<file path="config.mk">
export PLATFORM = sky130hd
export DESIGN_NAME = weight_loader
export DESIGN_NICKNAME = d
export VERILOG_FILES = /design/src/rtl/weight_loader.sv
export SDC_FILE = /design/constraint.sdc
export NUM_CORES = 1
export LEC_CHECK = 0
export BUFFER_PORTS_ARGS = -buffer_cell sky130_fd_sc_hd__buf_2
export CORE_ASPECT_RATIO = 0.9
export CORE_MARGIN = 3
export CORE_UTILIZATION = 51
export DETAILED_ROUTE_END_ITERATION = 8
export MAX_ROUTING_LAYER = met4
export PLACE_DENSITY = 0.74
export SYNTH_ARGS = -nofsm -noshare
export SYNTH_HDL_FRONTEND = slang
export SYNTH_SLANG_ARGS = --single-unit
</file>
<file path="constraint.sdc">
create_clock -name clk -period 6.2 [get_ports clk]
set_input_delay 1.86 -clock clk [delete_from_list [all_inputs] [get_ports clk]]
set_output_delay 1.86 -clock clk [all_outputs]
set_load 0.05 [all_outputs]
</file>
<file path="src/rtl/weight_loader.sv">
// Packs a byte-wide weight stream into 72-bit 3x3 kernel words and writes them to the kernel buffer.
// Optional running byte checksum is enabled by defining WEIGHT_CHECKSUM_EN.
module weight_loader #(
  parameter int DEPTH = 21,
  parameter int IDX_W = 7,
  parameter int BYTES = 9
) (
  input  logic                 clk,
  input  logic                 rst,
  input  logic                 start,
  input  logic [IDX_W-1:0]     num_kernels,
  input  logic                 abort,
  input  logic                 in_valid,
  input  logic [7:0]           in_data,
  output logic                 in_ready,
  output logic                 wr_en,
  output logic [IDX_W-1:0]     wr_index,
  output logic [8*BYTES-1:0]   wr_data,
  output logic                 busy,
  output logic                 done,
  output logic [15:0]          checksum
);

  localparam logic [1:0] IDLE = 2'd0;
  localparam logic [1:0] LOAD = 2'd1;
  localparam logic [1:0] DONE = 2'd2;

  localparam int              BC_W      = $clog2(BYTES);
  localparam logic [BC_W-1:0] LAST_BYTE = BC_W'(BYTES - 1);
  localparam logic [IDX_W-1:0] MAX_KERN = IDX_W'(DEPTH);

  logic [1:0]         state;
  logic [1:0]         state_next;
  logic [IDX_W-1:0]   target;
  logic [IDX_W-1:0]   kern_cnt;
  logic [BC_W-1:0]    byte_cnt;
  logic [8*BYTES-1:0] pack;
  logic [8*BYTES-1:0] pack_next;
  logic               take;
  logic               start_load;
  logic               last_kernel;

  assign take        = in_valid && in_ready;
  assign start_load  = (state == IDLE) && start && (num_kernels != '0);
  assign last_kernel = (kern_cnt == target - 1'b1);
  assign busy        = (state == LOAD);
  assign done        = (state == DONE);

  always_comb begin
    pack_next = pack;
    pack_next[{byte_cnt, 3'b000} +: 8] = in_data;
  end

  // in_ready is only low inside LOAD during the final write cycle, which is the cue to finish.
  always_comb begin
    state_next = state;
    case (state)
      IDLE: begin
        if (start)
          state_next = (num_kernels == '0) ? DONE : LOAD;
      end
      LOAD: begin
        if (abort)
          state_next = IDLE;
        else if (!in_ready)
          state_next = DONE;
      end
      DONE:    state_next = IDLE;
      default: state_next = IDLE;
    endcase
  end

  always_ff @(posedge clk or posedge rst) begin
    if (rst)
      state <= IDLE;
    else
      state <= state_next;
  end

  // The ninth byte bypasses the pack register straight into wr_data so the next kernel can start packing
  // on the very next cycle; abort on that same handshake suppresses the write.
  always_ff @(posedge clk or posedge rst) begin
    if (rst) begin
      target   <= '0;
      kern_cnt <= '0;
      byte_cnt <= '0;
      pack     <= '0;
      in_ready <= 1'b0;
      wr_en    <= 1'b0;
      wr_index <= '0;
      wr_data  <= '0;
    end else begin
      wr_en <= 1'b0;
      if (start_load) begin
        target   <= (num_kernels > MAX_KERN) ? MAX_KERN : num_kernels;
        kern_cnt <= '0;
        byte_cnt <= '0;
        pack     <= '0;
        in_ready <= 1'b1;
      end else if (state == LOAD) begin
        if (abort) begin
          in_ready <= 1'b0;
        end else if (take) begin
          if (byte_cnt == LAST_BYTE) begin
            byte_cnt <= '0;
            wr_en    <= 1'b1;
            wr_data  <= pack_next;
            wr_index <= kern_cnt;
            kern_cnt <= kern_cnt + 1'b1;
            if (last_kernel)
              in_ready <= 1'b0;
          end else begin
            byte_cnt <= byte_cnt + 1'b1;
            pack     <= pack_next;
          end
        end
      end
    end
  end

`ifdef WEIGHT_CHECKSUM_EN
  logic [15:0] sum;

  // Every handshaken byte counts, including one that coincides with abort.
  always_ff @(posedge clk or posedge rst) begin
    if (rst)
      sum <= '0;
    else if (start_load)
      sum <= '0;
    else if ((state == LOAD) && take)
      sum <= sum + {8'h00, in_data};
  end

  assign checksum = sum;
`else
  assign checksum = '0;
`endif

endmodule

</file>
### Word-level counts from Yosys, hierarchy flattened

Index checks and enable logic that the tools add are counted.

| storage, ports and cells | value |
|---|---|
| register bits | 173 |
| bits of input ports | 20 |
| output and inout bits | 99 |
| word-level logic and storage cells | 77 |

| operators by class | value |
|---|---|
| add/sub/neg operators | 4 |
| order comparisons | 1 |
| equal/unequal tests | 8 |
| shift operators | 2 |
| multiplexer cells | 33 |
| bitwise gates (word level) | 2 |
| reductions and logical operators | 18 |

Operators with widths:

| operator | count |
|---|---|
| 72-bit 2-to-1 mux | 5 |
| 72-bit bitwise mux | 1 |
| 8-bit by 9-bit variable shift with 72-bit output, first input constant | 1 |
| 8-bit by 9-bit indexed part select with 72-bit output | 1 |
| 7-bit 2-to-1 mux | 6 |
| 4-bit 2-to-1 mux | 5 |
| 4-bit AND reduction | 3 |
| 1-bit 2-to-1 mux | 11 |
| 7-bit negator with 9-bit output | 1 |
| 3-bit nonzero test | 3 |
| 2-bit 2-to-1 mux | 4 |
| 7-bit by 1-bit adder with 7-bit output, second input constant | 1 |
| 7-bit == test | 1 |
| 7-bit by 5-bit > comparator with 1-bit output, second input constant | 1 |
| 7-bit logical NOT | 1 |
| 7-bit nonzero test | 1 |
| 7-bit by 1-bit subtractor with 7-bit output, second input constant | 1 |
| 2-bit nonzero test | 3 |
| 5-bit AND reduction | 1 |
| 4-bit by 1-bit adder with 4-bit output, second input constant | 1 |
| 4-bit == test, second input constant | 1 |
| 2-bit inequality test, second input constant | 2 |
| 2-bit one-hot mux with 2 select lines | 1 |
| 1-bit logical AND | 3 |
| 8 further kinds | 9 |

### Longest topological paths before layout

Gate-level depths: netlist of run 1.

| depth | value |
|---|---|
| depth after elaboration | 8 |
| mapped depth | 11 |
| gate-level depth less buffers | 8 |

### Worst setup path after synthesis of run 1

OpenSTA, ideal clock, no wires.

| timing path | value |
|---|---|
| path kind | input to register |
| from | in abort |
| to | reg pack[16] |
| library setup time | 121 ps |
| arrival | 3235 ps |
| path slack | 2844 ps |
| stages on the path | 5 |
| cells stage by stage | or3b_4 -> nor3_4 -> buf_4 -> mux2_4 -> a22o_1 |

| on the way | value |
|---|---|
| cells in the longest elaborated chain, start to end | 2 |

Ends and longest elaborated chain:

| what | RTL line | source |
|---|---|---|
| start, declared | 12 | `input logic abort,` |
| 2-bit by 1-bit inequality test with 1-bit output (no source line) | - |  |
| 4-bit AND reduction (no source line) | - |  |
| end signal, assigned | 114 | `pack <= pack_next;` |
| end, declared | 37 | `logic [8*BYTES-1:0] pack;` |

Every way passes these cells.
A chain may end at the register's enable or synchronous reset.

### Final worst setup path of run 1

| timing path | value |
|---|---|
| from | in abort |
| to | reg kern_cnt[5] |

| on the way | value |
|---|---|
| cells in the longest elaborated chain, start to end | 2 |

Ends and longest elaborated chain:

| what | RTL line | source |
|---|---|---|
| 2-bit by 1-bit inequality test with 1-bit output (no source line) | - |  |
| 4-bit AND reduction (no source line) | - |  |
| end signal, assigned | 109 | `kern_cnt <= kern_cnt + 1'b1;` |
| end, declared | 35 | `logic [IDX_W-1:0] kern_cnt;` |

Every way passes these cells.

==> results of run 1 <==
==> stage by stage <==
step	area (µm²)	utilization (%)	cells
after floorplan	7740	-	738
after global routing	8775	61.09	1007
after detailed placement	8194	57.05	976
after CTS	8775	61.09	1007
after global placement	8194	57.05	976
final	8775	61.09	1007
==> power by group through the flow <==
stage / logic [mW] / registers, mW / clock network [mW]
2_1_floorplan: 0.345 / 1.21 / 0
3_3_place_gp: 0.430 / 1.21 / 0
3_5_place_dp: 0.438 / 1.22 / 0
4_1_cts: 0.445 / 1.20 / 1.04
5_1_grt: 0.490 / 1.20 / 1.09
6_report: 0.447 / 1.20 / 1.02
==> cell families after synthesis <==
kind of cell	synth area share (%)
simple gates	14.48
flops	56.37
compound gates	15.38
buf+inv	5.230
mux	5.751
xor+xnor	1.923
fa+ha+maj	0.8146
other cells	0.04883
==> final timing paths <==
check	startpoint	depth (start not counted)	slack, ns	to
worst max-delay path	abort	8	2.02	kern_cnt[5]
worst min-delay path	wr_data[27]	2	0.47	wr_data[27]
worst max register to register	byte_cnt[0]	8	2.60	kern_cnt[5]
worst min register to register	wr_data[27]	2	0.47	wr_data[27]
max in group asynchronous	rst	3	3.81	wr_data[19]
min in group asynchronous	rst	3	1.68	wr_data[45]
==> placed cells by master, fill, tap and decap left out, types with 6 or more instances in the layout <==
master / instances
sky130_fd_sc_hd__buf_2: 102
sky130_fd_sc_hd__nor2_1: 37
sky130_fd_sc_hd__clkbuf_16: 17
sky130_fd_sc_hd__o21ai_0: 54
sky130_fd_sc_hd__nand3_1: 13
sky130_fd_sc_hd__xor2_1: 6
sky130_fd_sc_hd__nand4_1: 7
sky130_fd_sc_hd__mux2i_1: 40
sky130_fd_sc_hd__conb_1: 16
sky130_fd_sc_hd__a22o_1: 68
sky130_fd_sc_hd__xnor2_1: 9
sky130_fd_sc_hd__dfrtp_1: 173
sky130_fd_sc_hd__a21oi_1: 25
sky130_fd_sc_hd__inv_1: 17
sky130_fd_sc_hd__nand2_1: 137
==> worst reg2reg max path, cell delays in order (launching register included) <==
cell	delay (ns)
sky130_fd_sc_hd__dfrtp_1	0.49
sky130_fd_sc_hd__inv_1	0.25
sky130_fd_sc_hd__ha_1	0.40
sky130_fd_sc_hd__and3b_1	0.42
sky130_fd_sc_hd__nand2_4	0.62
sky130_fd_sc_hd__inv_2	0.83
sky130_fd_sc_hd__nand4_1	0.21
sky130_fd_sc_hd__xnor2_1	0.18
sky130_fd_sc_hd__nor2_1	0.06
==> final cells by class <==
class / count / area, µm² / area share [%]
Sequential cell: 173 / 4329 / 49.34
Clock inverter: 9 / 86.33 / 0.9839
Tap cell: 193 / 241.5 / 2.752
Clock buffer: 22 / 494.2 / 5.632
Multi-Input combinational cell: 487 / 3010 / 34.31
Timing Repair Buffer: 104 / 538.0 / 6.131
Inverter: 19 / 75.07 / 0.8556
==> per-layer routing <==
layer,global-route usage [%],vias to the layer above
li1,-,2638
met3,3.770,23
met1,31.28,2750
met4,7.242,0
met5,-,-
met2,32.80,201
==> registers in the layout, summed over array words and instances, names as in the netlist, 2 cells and up <==
name / cells
byte_cnt: 4
target: 7
wr_index: 7
wr_data: 72
state: 2
kern_cnt: 7
pack: 72
==> reports/results.md, run 1 <==
| Parameter | This run |
|---|---|
| Ranking of synthesized cells by instance count | sky130_fd_sc_hd__dfrtp_1, sky130_fd_sc_hd__nand2_1, sky130_fd_sc_hd__a22o_1 |
| Category of the worst setup path capture point | flop |
| Placer congestion estimate | 0.9027 |
| Switching power of the nets | 0.7872 mW |
| Cells traversed along the worst timing path | buf_2, or3b_4, nor2_8, nand2_4, inv_2, nand4_1, xnor2_1, nor2_1 |
| Via count of the first global-routing pass | 5477 |
| Share of the yosys chip area belonging to registers | 56.37% |
| Hold Worst Slack | 0.4681 ns |
| Count of fill cells added during filler insertion | 1195 |
| Top fanout value on the critical path | 107 |
| MaxCap Viol Count | 0 |
| Fraction of final layout cells with drive strength greater than 1 | 19.90% |
| Post-layout net count | 827 |
| Overall routing resource usage | 22.06% |
| Via density per instance | 5.573 |
| Status | complete, no violations |
| RSZ-0062 raised after global routing | false |
| Worst min-delay path category | flop to flop |
| Antenna Nets Post-Route | 0 |
| Synthesized cell area | 7680 µm² |
| Most frequent cell after synthesis | sky130_fd_sc_hd__dfrtp_1 |
| Top cell type by total area after synthesis | sky130_fd_sc_hd__dfrtp_1 |
| Transition at the pin with the smallest max-transition slack | 1.232 ns |
| Sort of element at the start of the critical path | input pin |
| Share of power burned in combinational logic | 16.8% |
| Hold Vio Cnt, Final | 0 |
| First-pass GRT wire length | 27970 µm |
| Total number of clock tree sinks | 173 |
| Arrival time at the worst endpoint | 4.45 ns |
| Number of CTS-inserted buffers | 17 |
| PnR worst setup slack | 2.025 ns |
| Post-synthesis register bit count | 173 |
| Async set-or-reset flop fraction in the synthesized netlist | 100.0% |
| Cell with the biggest individual delay on the critical path | sky130_fd_sc_hd__inv_2 |
| Ant diodes | 0 |
| Std cell rows | 41 |
| Die X-Extent | 135.4 µm |
| Critical path buffers and inverters | 2 |
| Starting Density | 53.47% |
| Met1 wire length | 8276 µm |
| Ratio of final minimum period to clock period | 67.34% |
| # Post-CTS Setup Buffers | 0 |
| Worst-case clock buffer depth | 2 |
| Clk pwr share | 38.3% |
| Number of vias after detailed routing | 5612 |
| Min Tclk post-route | 4.175 ns |
| Cells after synthesis | 723 |
| Total wirelength of the detailed-routed design | 17250 µm |
| DRC viols | 0 |
| Top Ports | 119 |
| Detail Placement HPWL | 11160 µm |
| Total congestion overflow | 0 |
| Met3 layer wire length in the routed design | 941 µm |
| Total core area | 14360 µm² |
| Post-synth EDFFs | 0 |
| Distinct cell type count after synthesis | 61 |
| Routed wl met2 | 7753 µm |
| Synth Warn # | 0 |
| Part of the total power dissipated in sequential elements | 44.9% |
| Clock insertion delay at the later pin of the skew report | 0.42 ns |
| # H-tree levels | 4 |
| Worst setup skew after layout | 0.007083 ns |
| Y dimension of the die | 122.4 µm |
| Clock-pin slew reported for the worst setup and hold paths after clock tree synthesis | 0.06 ns |
| Number of buffers added on ports | 102 |
| Area enclosed by the die boundary | 16570 µm² |
| TritonCTS clock tree | done |
| Total power | 2.665 mW |
| Average wire per cell in the routed design | 17.13 µm |
| Highest routed metal layer | met4 |
| Fin Setup TNS | 0 ns |
| Worst-case vdd ir drop | 0.2122 mV |
| Pre-CTS setup slack | 1.546 ns |
| Switching power as a share of total power | 29.54% |
| Clock root buffer master | sky130_fd_sc_hd__clkbuf_16 |
| Internal power | 1.878 mW |
| P&R area growth vs syn | 14.26% |
| Cell types with the largest area share after synthesis | sky130_fd_sc_hd__dfrtp_1, sky130_fd_sc_hd__a22o_1, sky130_fd_sc_hd__nand2_1 |
| Family of cells with the greatest summed delay on the critical path | simple AND/OR/NAND/NOR gates |
| First-pass iteration count of the detailed router | 5 |
| Hold bufs inserted after CTS | 0 |
| Maximum number of pins on one net before global-route repair | 174 |
| Timing-limited maximum frequency | 0.2395 GHz |
| Number of antenna violations at the first check in global routing | 0 |
| Detailed router's first-iteration violation count | 459 |
| Leak pwr | 4.608 nW |
| Final number of setup-violating endpoints | 0 |
| Normalized max-slew margin | 17.52% |
| Power density over cell area | 303.7 nW/µm² |
| Max-slew violation count | 0 |
| Avg Cell Area, Syn | 10.62 µm² |
| Area fraction of the dominant cell type after synthesis | 56.37% |
| Most used flip-flop cell after synthesis | sky130_fd_sc_hd__dfrtp_1 |
| CP Data Required Time | 6.48 ns |
| Startpoint-to-endpoint class of the critical path | input pin to flop |
| Crit-path max cell delay | 0.83 ns |
| Number of gates resized after cts | 0 |
No activity file was read; power rests on OpenSTA's default activity.
==> run 2, diff against run 1 <==
- clock period: 6.2 -> 3.55 ns (I/O delays scaled with it)
==> run 2 against run 1 <==
Compared with the run above:
- clock skew fell by 0.0020 ns
- die area stayed put
- sequential cell count stayed put
- critical path type is now flop to flop
- highest routed layer unchanged
- routed wire length increased by 1.8%
- register-to-register slack worse by 2.0 ns
==> reports/results.md, run 2 (synthesis gave the netlist of run 1 again) <==
| Parameter | This run |
|---|---|
| Status | complete, no violations |
| Arrival time at the worst endpoint | 3.22 ns |
| Fin Setup TNS | 0 ns |
| Clk pwr share | 38.1% |
| Start point of the worst min-delay path | pack[12] |
| Placer congestion estimate | 0.8607 |
| Leak pwr | 4.622 nW |
| Startpoint-to-endpoint class of the critical path | flop to flop |
| Top library cells by usage in the layout, fill and taps aside | sky130_fd_sc_hd__dfrtp_1, sky130_fd_sc_hd__nand2_1, sky130_fd_sc_hd__buf_2, sky130_fd_sc_hd__a22o_1, sky130_fd_sc_hd__o21ai_0 |
| Min Tclk post-route | 2.909 ns |
| Worst Reg-to-Reg Cells | 7 |
| Std cell rows | 41 |
| Hold Worst Slack | 0.4729 ns |
| Ratio of final minimum period to clock period | 81.94% |
| DRC viols | 0 |
| Number of CTS-inserted buffers | 17 |
| Transition at the pin with the smallest max-transition slack | 1.209 ns |
| Total core area | 14360 µm² |
| First-pass iteration count of the detailed router | 6 |
| Hold bufs inserted after CTS | 0 |
| Reg area | 4329 µm² |
| Normalized max-slew margin | 19.07% |
| Switching power of the nets | 1.349 mW |
| Launch point of the worst reg-to-reg path | byte_cnt[0] |
| Worst-case vdd ir drop | 0.4209 mV |
| Setup slack of the most critical reg-to-reg path | 0.64 ns |
| Most frequent standard cell in the layout excluding fill and tap cells | sky130_fd_sc_hd__dfrtp_1 |
| Via count of the first global-routing pass | 5590 |
| Number of buffers added on ports | 102 |
| Antenna Nets Post-Route | 0 |
| Placed Instances | 981 |
| Timing-limited maximum frequency | 0.3438 GHz |
| # Post-CTS Setup Buffers | 0 |
| Post-route cell area | 8793 µm² |
| Top fanout value on the critical path | 11 |
| Part of the total power dissipated in sequential elements | 45.1% |
| First-pass GRT wire length | 28810 µm |
| Hold Vio Cnt, Final | 0 |
| Area enclosed by the die boundary | 16570 µm² |
| Internal power | 3.278 mW |
| RSZ-0062 raised after global routing | false |
| PnR worst setup slack | 0.6412 ns |
| Sort of element at the start of the critical path | flop |
| Post-layout net count | 832 |
| Via density per instance | 5.635 |
| Number of gates resized after cts | 0 |
| Fraction of final layout cells with drive strength greater than 1 | 20.05% |
| Top flop regs | pack: 72 flops, wr_data: 72 flops |
| P&R area growth vs syn | 14.50% |
| Detailed router's first-iteration violation count | 375 |
| Clock-pin slew reported for the worst setup and hold paths after clock tree synthesis | 0.06 ns |
| Worst min-delay path category | flop to flop |
| Detail Placement HPWL | 11790 µm |
| MaxCap Viol Count | 0 |
| Total wirelength of the detailed-routed design | 17550 µm |
| Total number of clock tree sinks | 173 |
| Power density over cell area | 526.1 nW/µm² |
| Fin util | 61.22% |
| Clock insertion delay at the later pin of the skew report | 0.42 ns |
| Area occupied by multi-input gates | 3010 µm² |
| Total power | 4.626 mW |
| Y dimension of the die | 122.4 µm |
| Post-Layout Cell Count | 1011 |
| Number of antenna violations at the first check in global routing | 0 |
| Ant diodes | 0 |
| Category of the worst setup path capture point | flop |
| Number of cells on the worst hold path | 2 |
| Average wire per cell in the routed design | 17.36 µm |
| Top Ports | 119 |
| Worst-case hold path end point | wr_data[12] |
| TritonCTS clock tree | done |
| Maximum number of pins on one net before global-route repair | 174 |
| Worst-case clock buffer depth | 2 |
| Share of power burned in combinational logic | 16.9% |
| Starting Density | 53.47% |
| CP Data Required Time | 3.86 ns |
| Count of fill cells added during filler insertion | 1168 |
| Number of vias after detailed routing | 5697 |
| Overall routing resource usage | 22.86% |
| Final number of setup-violating endpoints | 0 |
| Total congestion overflow | 0 |
| Max-slew violation count | 0 |
| DP Area | 8232 µm² |
| # H-tree levels | 4 |
| Endpoint of the most critical register-to-register path | pack[51] |
| Die X-Extent | 135.4 µm |
| Clock root buffer master | sky130_fd_sc_hd__clkbuf_16 |
| Pre-CTS setup slack | 0.6095 ns |
| Worst setup skew after layout | 0.005092 ns |
| Switching power as a share of total power | 29.15% |
[run 2: cell count changes in the layout (fill, tap and decap cells not counted)]
cell                       delta
sky130_fd_sc_hd__clkbuf_1     +2
sky130_fd_sc_hd__buf_4        +5
sky130_fd_sc_hd__clkinv_4     -3
[run 2: layout make-up]
class,count,share of cell area [%]
clock inverter,6,0.6830
timing repair buffer,109,6.545
inverter,19,0.8537
tap,193,2.746
multi-input combinational,487,34.23
sequential,173,49.23
clock buffer,24,5.706
[run 2: worst max-delay path, stage by stage (launching register included)]
cell,delay [ns]
sky130_fd_sc_hd__dfrtp_1,0.50
sky130_fd_sc_hd__inv_1,0.19
sky130_fd_sc_hd__ha_1,0.36
sky130_fd_sc_hd__nand3b_1,0.18
sky130_fd_sc_hd__nor2_1,0.08
sky130_fd_sc_hd__o211ai_1,0.96
sky130_fd_sc_hd__nor2_2,0.21
sky130_fd_sc_hd__a22o_1,0.31
[run 2: worst max path at each step]
| stage | startpoint | end | slack (ns) | depth (start not counted) |
|---|---|---|---|---|
| 2_1_floorplan | rst | byte_cnt[0] | 0.27 | 1 |
| 3_3_place_gp | abort | pack[66] | 0.66 | 6 |
| 3_5_place_dp | abort | pack[65] | 0.61 | 6 |
| 4_1_cts | byte_cnt[0] | pack[52] | 0.68 | 7 |
| 5_1_grt | byte_cnt[0] | pack[54] | 0.41 | 7 |
| 6_report | byte_cnt[0] | pack[51] | 0.64 | 7 |
[run 2: per-layer routing]
layer  vias to the layer above  wire, µm  track usage (%)
met3                        23       957            5.615
li1                       2655         -                -
met2                       186      8262            35.26
met5                         -         0                -
met4                         0       248            6.612
met1                      2833      8082            30.51
[run 2: power groups by stage]
stage	combinational (mW)	sequential, mW	clock [mW]
3_5_place_dp	0.777	2.12	0
5_1_grt	0.865	2.09	1.88
6_report	0.780	2.09	1.76
3_3_place_gp	0.767	2.12	0
4_1_cts	0.780	2.08	1.79
2_1_floorplan	0.602	2.12	0
